===== config.mk =====
export PLATFORM = sky130hd
export DESIGN_NAME = hazard_scoreboard
export DESIGN_NICKNAME = d
export VERILOG_FILES = /design/src/rtl/pipe_pkg.sv /design/src/rtl/insn_reguse.sv /design/src/rtl/hazard_scoreboard.sv
export SDC_FILE = /design/constraint.sdc
export NUM_CORES = 1
export LEC_CHECK = 0
export CAP_MARGIN = 40
export CORE_UTILIZATION = 36
export CTS_CLUSTER_DIAMETER = 120
export DETAILED_ROUTE_END_ITERATION = 6
export GPL_TIMING_DRIVEN = 0
export PLACE_DENSITY = 0.79
export SETUP_SLACK_MARGIN = 0.2
export SLEW_MARGIN = 10
export SYNTH_ARGS = -nofsm -noshare
export SYNTH_HDL_FRONTEND = slang
export SYNTH_HIERARCHICAL = 1
export SYNTH_SLANG_ARGS = --single-unit

===== constraint.sdc =====
create_clock -name clock -period 2.45 [get_ports clock]
set_input_delay 0.245 -clock clock [delete_from_list [all_inputs] [get_ports clock]]
set_output_delay 0.245 -clock clock [all_outputs]
set_load 0.03 [all_outputs]

===== src/rtl/pipe_pkg.sv =====
`default_nettype none
// ============================================================================
//  Module      : pipe_pkg
//  Description : Shared constants for the 5-stage pipeline decode logic:
//                instruction field positions, opcode and ALU-op encodings,
//                and the mult/div tracking FSM state type.
//  Revision    : 1.0 - initial release
// ============================================================================
package pipe_pkg;

    // Instruction field positions
    localparam int OPC_MSB = 31;
    localparam int OPC_LSB = 27;
    localparam int RD_MSB  = 26;
    localparam int RD_LSB  = 22;
    localparam int RS_MSB  = 21;
    localparam int RS_LSB  = 17;
    localparam int RT_MSB  = 16;
    localparam int RT_LSB  = 12;
    localparam int ALU_MSB = 6;
    localparam int ALU_LSB = 2;

    // Opcodes
    localparam logic [4:0] OP_RTYPE = 5'b00000;
    localparam logic [4:0] OP_J     = 5'b00001;
    localparam logic [4:0] OP_BNE   = 5'b00010;
    localparam logic [4:0] OP_JAL   = 5'b00011;
    localparam logic [4:0] OP_JR    = 5'b00100;
    localparam logic [4:0] OP_ADDI  = 5'b00101;
    localparam logic [4:0] OP_BLT   = 5'b00110;
    localparam logic [4:0] OP_SW    = 5'b00111;
    localparam logic [4:0] OP_LW    = 5'b01000;
    localparam logic [4:0] OP_SETX  = 5'b10101;

    // R-type ALU ops handled by the multi-cycle unit
    localparam logic [4:0] ALU_MULT = 5'b00110;
    localparam logic [4:0] ALU_DIV  = 5'b00111;

    // Mult/div tracking FSM
    typedef enum logic [0:0] {
        MD_IDLE = 1'b0,
        MD_BUSY = 1'b1
    } md_state_t;

endpackage
`default_nettype wire


===== src/rtl/insn_reguse.sv =====
`default_nettype none
// ============================================================================
//  Module      : insn_reguse
//  Description : Pure combinational decode of one instruction word into its
//                register-usage profile.
//  Ports       : ir         - 32-bit instruction word
//                use_rs     - rs field is read
//                use_rt     - rt field is read (R-type only)
//                use_rd     - rd field is read (bne/blt/jr)
//                writes_rd  - rd field is written (R-type/addi/lw/jal/setx)
//                is_load    - instruction is lw
//                is_muldiv  - R-type mult or div
//  Revision    : 1.0 - initial release
// ============================================================================
module insn_reguse
    import pipe_pkg::*;
(
    input  logic [31:0] ir,
    output logic        use_rs,
    output logic        use_rt,
    output logic        use_rd,
    output logic        writes_rd,
    output logic        is_load,
    output logic        is_muldiv
);

    logic [4:0] w_op;
    logic [4:0] w_alu;
    logic       w_unused_ir;

    assign w_op  = ir[OPC_MSB:OPC_LSB];
    assign w_alu = ir[ALU_MSB:ALU_LSB];
    assign w_unused_ir = &{1'b0, ir[RD_MSB:7], ir[1:0]};

    // sw reads rd too, but that value is bypassed W->M so it is not a
    // decode-stage source.
    assign use_rs    = !(w_op == OP_J || w_op == OP_JAL || w_op == OP_SETX);
    assign use_rt    = (w_op == OP_RTYPE);
    assign use_rd    = (w_op == OP_BNE) || (w_op == OP_BLT) || (w_op == OP_JR);
    assign writes_rd = (w_op == OP_RTYPE) || (w_op == OP_ADDI) || (w_op == OP_LW)
                     || (w_op == OP_JAL) || (w_op == OP_SETX);
    assign is_load   = (w_op == OP_LW);
    assign is_muldiv = (w_op == OP_RTYPE) && (w_alu == ALU_MULT || w_alu == ALU_DIV);

endmodule
`default_nettype wire


===== src/rtl/hazard_scoreboard.sv =====
`default_nettype none
// ============================================================================
//  Module      : hazard_scoreboard
//  Description : Decode-stage stall unit. Detects load-use hazards and
//                hazards against an in-flight multi-cycle mult/div (RAW, WAW,
//                structural), tracking the mult/div destination in a busy FSM
//                with a watchdog.
//  Ports       : clock, reset (sync, active-high)
//                fd_ir, dx_ir   - instructions in FD and DX latches
//                md_ready       - mult/div result written this cycle
//                flush          - FD/DX squashed by taken branch/jump
//                stall          - freeze PC+FD, bubble into DX
//                stall_reason   - {mult/div, load-use}
//                md_busy, md_rd - FSM busy and tracked destination
//                md_timeout     - sticky watchdog abort flag
//                lu_stall_cycles, md_stall_cycles (HAZARD_PERF_EN only)
//  Config      : define HAZARD_PERF_EN to add saturating stall counters.
//  Revision    : 1.0 - initial release
// ============================================================================
module hazard_scoreboard
    import pipe_pkg::*;
#(
    parameter int MD_TIMEOUT   = 64,
    parameter int PERF_W       = 32,
    parameter int R0_HARDWIRED = 1
) (
    input  logic              clock,
    input  logic              reset,
    input  logic [31:0]       fd_ir,
    input  logic [31:0]       dx_ir,
    input  logic              md_ready,
    input  logic              flush,
    output logic              stall,
    output logic [1:0]        stall_reason,
    output logic              md_busy,
    output logic [4:0]        md_rd,
    output logic              md_timeout
`ifdef HAZARD_PERF_EN
    ,
    output logic [PERF_W-1:0] lu_stall_cycles,
    output logic [PERF_W-1:0] md_stall_cycles
`endif
);

    localparam int CNT_W = (MD_TIMEOUT > 2) ? $clog2(MD_TIMEOUT) : 1;
    localparam logic [CNT_W-1:0] C_CNT_LAST = CNT_W'(MD_TIMEOUT - 1);

    // Register index match with optional $r0 exemption
    function automatic logic reg_hit(input logic [4:0] a, input logic [4:0] b);
        return (a == b) && !((R0_HARDWIRED != 0) && (a == 5'd0));
    endfunction

    md_state_t        r_state;
    logic [4:0]       r_md_rd;
    logic [CNT_W-1:0] r_cnt;
    logic             r_timeout;

    logic w_fd_use_rs, w_fd_use_rt, w_fd_use_rd, w_fd_wr, w_fd_load, w_fd_md;
    logic w_dx_load, w_dx_md;
    logic w_unused_dx_rs, w_unused_dx_rt, w_unused_dx_rd, w_unused_dx_wr;
    logic w_unused_bits;

    logic [4:0] w_fd_rd, w_fd_rs, w_fd_rt, w_dx_rd, w_tgt;
    logic       w_lu, w_issue, w_md_active, w_md_hz, w_lu_q, w_md_q;

    insn_reguse u_fd_use (
        .ir        (fd_ir),
        .use_rs    (w_fd_use_rs),
        .use_rt    (w_fd_use_rt),
        .use_rd    (w_fd_use_rd),
        .writes_rd (w_fd_wr),
        .is_load   (w_fd_load),
        .is_muldiv (w_fd_md)
    );

    insn_reguse u_dx_use (
        .ir        (dx_ir),
        .use_rs    (w_unused_dx_rs),
        .use_rt    (w_unused_dx_rt),
        .use_rd    (w_unused_dx_rd),
        .writes_rd (w_unused_dx_wr),
        .is_load   (w_dx_load),
        .is_muldiv (w_dx_md)
    );

    assign w_unused_bits = &{1'b0, w_fd_load, fd_ir[OPC_MSB:OPC_LSB], fd_ir[11:0],
                             dx_ir[OPC_MSB:OPC_LSB], dx_ir[RS_MSB:0],
                             w_unused_dx_rs, w_unused_dx_rt, w_unused_dx_rd,
                             w_unused_dx_wr};

    assign w_fd_rd = fd_ir[RD_MSB:RD_LSB];
    assign w_fd_rs = fd_ir[RS_MSB:RS_LSB];
    assign w_fd_rt = fd_ir[RT_MSB:RT_LSB];
    assign w_dx_rd = dx_ir[RD_MSB:RD_LSB];

    // Load-use: lw in DX whose destination is read by FD
    assign w_lu = w_dx_load && (w_dx_rd != 5'd0)
               && ((w_fd_use_rs && reg_hit(w_fd_rs, w_dx_rd))
                || (w_fd_use_rt && reg_hit(w_fd_rt, w_dx_rd))
                || (w_fd_use_rd && reg_hit(w_fd_rd, w_dx_rd)));

    assign w_issue     = w_dx_md && (r_state == MD_IDLE);
    assign w_md_active = w_issue || ((r_state == MD_BUSY) && !md_ready);

    // During the issue cycle the destination is not captured yet, so the
    // comparison target comes straight from DX.
    assign w_tgt = w_issue ? w_dx_rd : r_md_rd;

    assign w_md_hz = w_md_active
                  && ((w_fd_use_rs && reg_hit(w_fd_rs, w_tgt))
                   || (w_fd_use_rt && reg_hit(w_fd_rt, w_tgt))
                   || (w_fd_use_rd && reg_hit(w_fd_rd, w_tgt))
                   || (w_fd_wr     && reg_hit(w_fd_rd, w_tgt))
                   || w_fd_md);

    assign w_lu_q = w_lu    && !flush;
    assign w_md_q = w_md_hz && !flush;

    assign stall        = w_lu_q || w_md_q;
    assign stall_reason = {w_md_q, w_lu_q};
    assign md_busy      = (r_state == MD_BUSY);
    assign md_rd        = r_md_rd;
    assign md_timeout   = r_timeout;

    // Flush never touches the FSM: an issued mult/div always runs to the end.
    always_ff @(posedge clock) begin
        if (reset) begin
            r_state   <= MD_IDLE;
            r_md_rd   <= 5'd0;
            r_cnt     <= '0;
            r_timeout <= 1'b0;
        end else begin
            case (r_state)
                MD_IDLE: begin
                    // A same-cycle md_ready means a 1-cycle op: nothing to track
                    if (w_issue && !md_ready) begin
                        r_state <= MD_BUSY;
                        r_md_rd <= w_dx_rd;
                        r_cnt   <= '0;
                    end
                end
                MD_BUSY: begin
                    if (md_ready) begin
                        r_state <= MD_IDLE;
                        r_md_rd <= 5'd0;
                    end else if (r_cnt == C_CNT_LAST) begin
                        r_state   <= MD_IDLE;
                        r_md_rd   <= 5'd0;
                        r_timeout <= 1'b1;
                    end else begin
                        r_cnt <= r_cnt + 1'b1;
                    end
                end
                default: begin
                    r_state <= MD_IDLE;
                    r_md_rd <= 5'd0;
                end
            endcase
        end
    end

`ifdef HAZARD_PERF_EN
    logic [PERF_W-1:0] r_lu_cnt;
    logic [PERF_W-1:0] r_md_cnt;

    always_ff @(posedge clock) begin
        if (reset) begin
            r_lu_cnt <= '0;
            r_md_cnt <= '0;
        end else begin
            if (w_lu_q && !(&r_lu_cnt)) r_lu_cnt <= r_lu_cnt + 1'b1;
            if (w_md_q && !(&r_md_cnt)) r_md_cnt <= r_md_cnt + 1'b1;
        end
    end

    assign lu_stall_cycles = r_lu_cnt;
    assign md_stall_cycles = r_md_cnt;
`endif

endmodule
`default_nettype wire


==> impl_metrics.env <==
export IMPL_antenna_found_initial=0
export IMPL_fp_dieW_um=65.4
export IMPL_syn2layout_area_growth_pct=50.5
export IMPL_drive_gt1_share_pct=20.7
export IMPL_rows=22
export IMPL_power_density_nw_per_um2=260
export IMPL_fin_nets=316
export IMPL_power_mw=0.566
export IMPL_worstHoldPathCells=2
export IMPL_wl_per_cell_um=15.2
export IMPL_ant_nets=0
export IMPL_coreArea_um2=3740
export IMPL_dp_hpwl_um=3110
export IMPL_cts_max_level=1
export IMPL_avgSynthCellArea_um2=7.57
export IMPL_insertion_delay_ns=0.24
export IMPL_place_congestion=0.844
export IMPL_vdd_drop_max_uv=270
export IMPL_cts_hold_buffers=0
export IMPL_p_leak_nw=0.809
export IMPL_r2r_worst_path_cells=6
export IMPL_fin_crit_sh_pct=110
export IMPL_finalInstanceArea_um2=2180
export IMPL_report_final_slew_viol_count=0
export IMPL_min_path_type="input port to flop"
export IMPL_finalWorstSetupSlack_ns=-0.234
export IMPL_worst_setup_path_end_kind="output port"
export IMPL_num_fill_cells=348
export IMPL_ff2ff_setup_slack_ns=0.55
export IMPL_violations="negative setup slack"
export IMPL_syn_inst=191
export IMPL_path_class="input port to output port"
export IMPL_rsz0062_at_grt="yes"
export IMPL_fin_crit_ns=2.68
export IMPL_cts_max_path_buffers=2
export IMPL_skew_ns=0.00346
export IMPL_grt_max_degree=11
export IMPL_start_util_pct=38.6
export IMPL_worstHoldEndpoint="md_rd[2]"
export IMPL_hp_start="reset"
export IMPL_status="finished with violations"
export IMPL_cap_violations=0
export IMPL_fp_dieH_um=65.4
export IMPL_avgViaCountPerCell=5.58
export IMPL_critPathLaunchType="input port"
export IMPL_port_buffers=45
export IMPL_cp_required_ns=2.20
export IMPL_drc=0
export IMPL_dpl_cell_area_um2=1980
export IMPL_timing_rr_start="r_cnt[0]"
export IMPL_synth_area_um2=1450
export IMPL_timing_fmax_mhz=373
export IMPL_dr_pass1_iters=4
export IMPL_die_area_um2=4280
export IMPL_r2r_end="r_cnt[5]"
export IMPL_diodes=0
export IMPL_crit_path_max_fanout=5
export IMPL_drtIter0Drc=52
export IMPL_grt_pass1_vias=1552
export IMPL_relSlewSlack_pct=58.9
export IMPL_dr_total_vias=1641
export IMPL_grt_usage_pct=20.7
export IMPL_clock_sinks=13
export IMPL_postRouteWirelength_um=4480
export IMPL_setup_viol=2
export IMPL_grt_ovfl_total=0
export IMPL_arrival_ns=2.44
export IMPL_clk_pin_slew_ns=0.05
export IMPL_cts_root_buf="clkbuf_8"
export IMPL_worst_slew_pin_slew_ns=0.610
export IMPL_yosys_warnings=6
export IMPL_ios=78
export IMPL_grt_pass1_wl_um=6910
export IMPL_cts_tree="built"
export IMPL_cts_buffers_inserted=3
export IMPL_synth_nets=260
export IMPL_hold_viol_final=0
[report_power, final]
part           switching, mW  leakage (nW)  internal [mW]
Clock                 0.0756        0.0228          0.115
Combinational         0.0803         0.681         0.0834
Sequential          0.000154         0.105          0.212
Total                  0.156         0.809          0.410
[cell usage in the layout, fill, tap and decap left out, types with 3 or more instances in the layout]
| cell type | count |
|---|---|
| nor2b_1 | 6 |
| inv_1 | 8 |
| dfxtp_1 | 13 |
| nand2_1 | 5 |
| nor2_1 | 20 |
| nand4_1 | 4 |
| mux2i_1 | 3 |
| nor3_1 | 4 |
| clkbuf_1 | 4 |
| clkdlybuf4s50_1 | 24 |
| or4_4 | 3 |
| dlygate4sd2_1 | 13 |
| nor2_2 | 3 |
| o21ai_0 | 5 |
| xnor2_1 | 10 |
| and2_1 | 3 |
| or4_1 | 3 |
| and3b_1 | 4 |
| buf_2 | 4 |
| a21oi_1 | 9 |
| clkbuf_8 | 3 |
| buf_4 | 6 |
| buf_6 | 7 |
| nand2b_1 | 10 |
| nor4_1 | 4 |
| xor2_1 | 14 |
[cell type report]
class,count,area [um^2],area share (%)
multi-input cells,159,1230,56.7
well taps,48,60.1,2.76
flip-flops and latches,13,260,12.0
repair buffers,51,473,21.7
inverters,8,30.0,1.38
clock buffers,4,45.0,2.07
plain buffers,11,73.8,3.39
[critical path, cell delays in order]
cell	delay (ns)
buf_6	0.09
or4_4	0.53
nor3_4	0.21
nor2b_4	0.22
buf_6	0.15
mux2i_4	0.25
a221oi_2	0.10
a31oi_2	0.24
nand3_1	0.13
buf_6	0.14
buf_6	0.12
[flip-flops by register name (all words and copies together) (netlist names)]
name        cells
md_timeout      1
md_busy         1
md_rd           5
r_cnt           6
[per-stage QoR]
step           util (%)  setup TNS [ns]  hold WS [ns]  setup WS, ns  cells
2_1_floorplan         -        -0.00228         0.489      -0.00228    191
6_report           58.2          -0.385         0.346        -0.234    294
4_1_cts            57.3          -0.296         0.330        -0.183    294
3_3_place_gp       52.9           -4.52         0.477         -1.31    284
3_5_place_dp       52.9           -4.50         0.460         -1.31    284
5_1_grt            58.2          -0.581         0.363        -0.322    294
[metal layers]
metal	part of all wire (%)	up-vias	routed length [um]	global-route usage (%)
li1	-	815	-	-
met1	44	772	1980	26.1
met2	49	46	2190	36.0
met3	5.4	8	243	1.91
met4	1.5	0	68	7.88
met5	0	-	0	0
[worst max path at each step]
stage / start / endpoint / slack, ns / depth (start not counted)
after floorplan: dx_ir[31] / stall / -0.002 / 8
after global routing: dx_ir[28] / stall_reason[1] / -0.32 / 11
after CTS: dx_ir[28] / stall_reason[1] / -0.18 / 11
after global placement: dx_ir[31] / stall_reason[1] / -1.31 / 11
after detailed placement: dx_ir[31] / stall_reason[1] / -1.31 / 11
final: dx_ir[28] / stall_reason[1] / -0.23 / 11
[timing repair]
item                                    4_1_cts  5_1_grt
endpoints found under the setup margin        8        4
gates cloned                                  1        0
pin swaps                                    13        3
setup buffers                                 5        0
gates resized for setup                      72        6
Power figures use the tool's default switching activity.
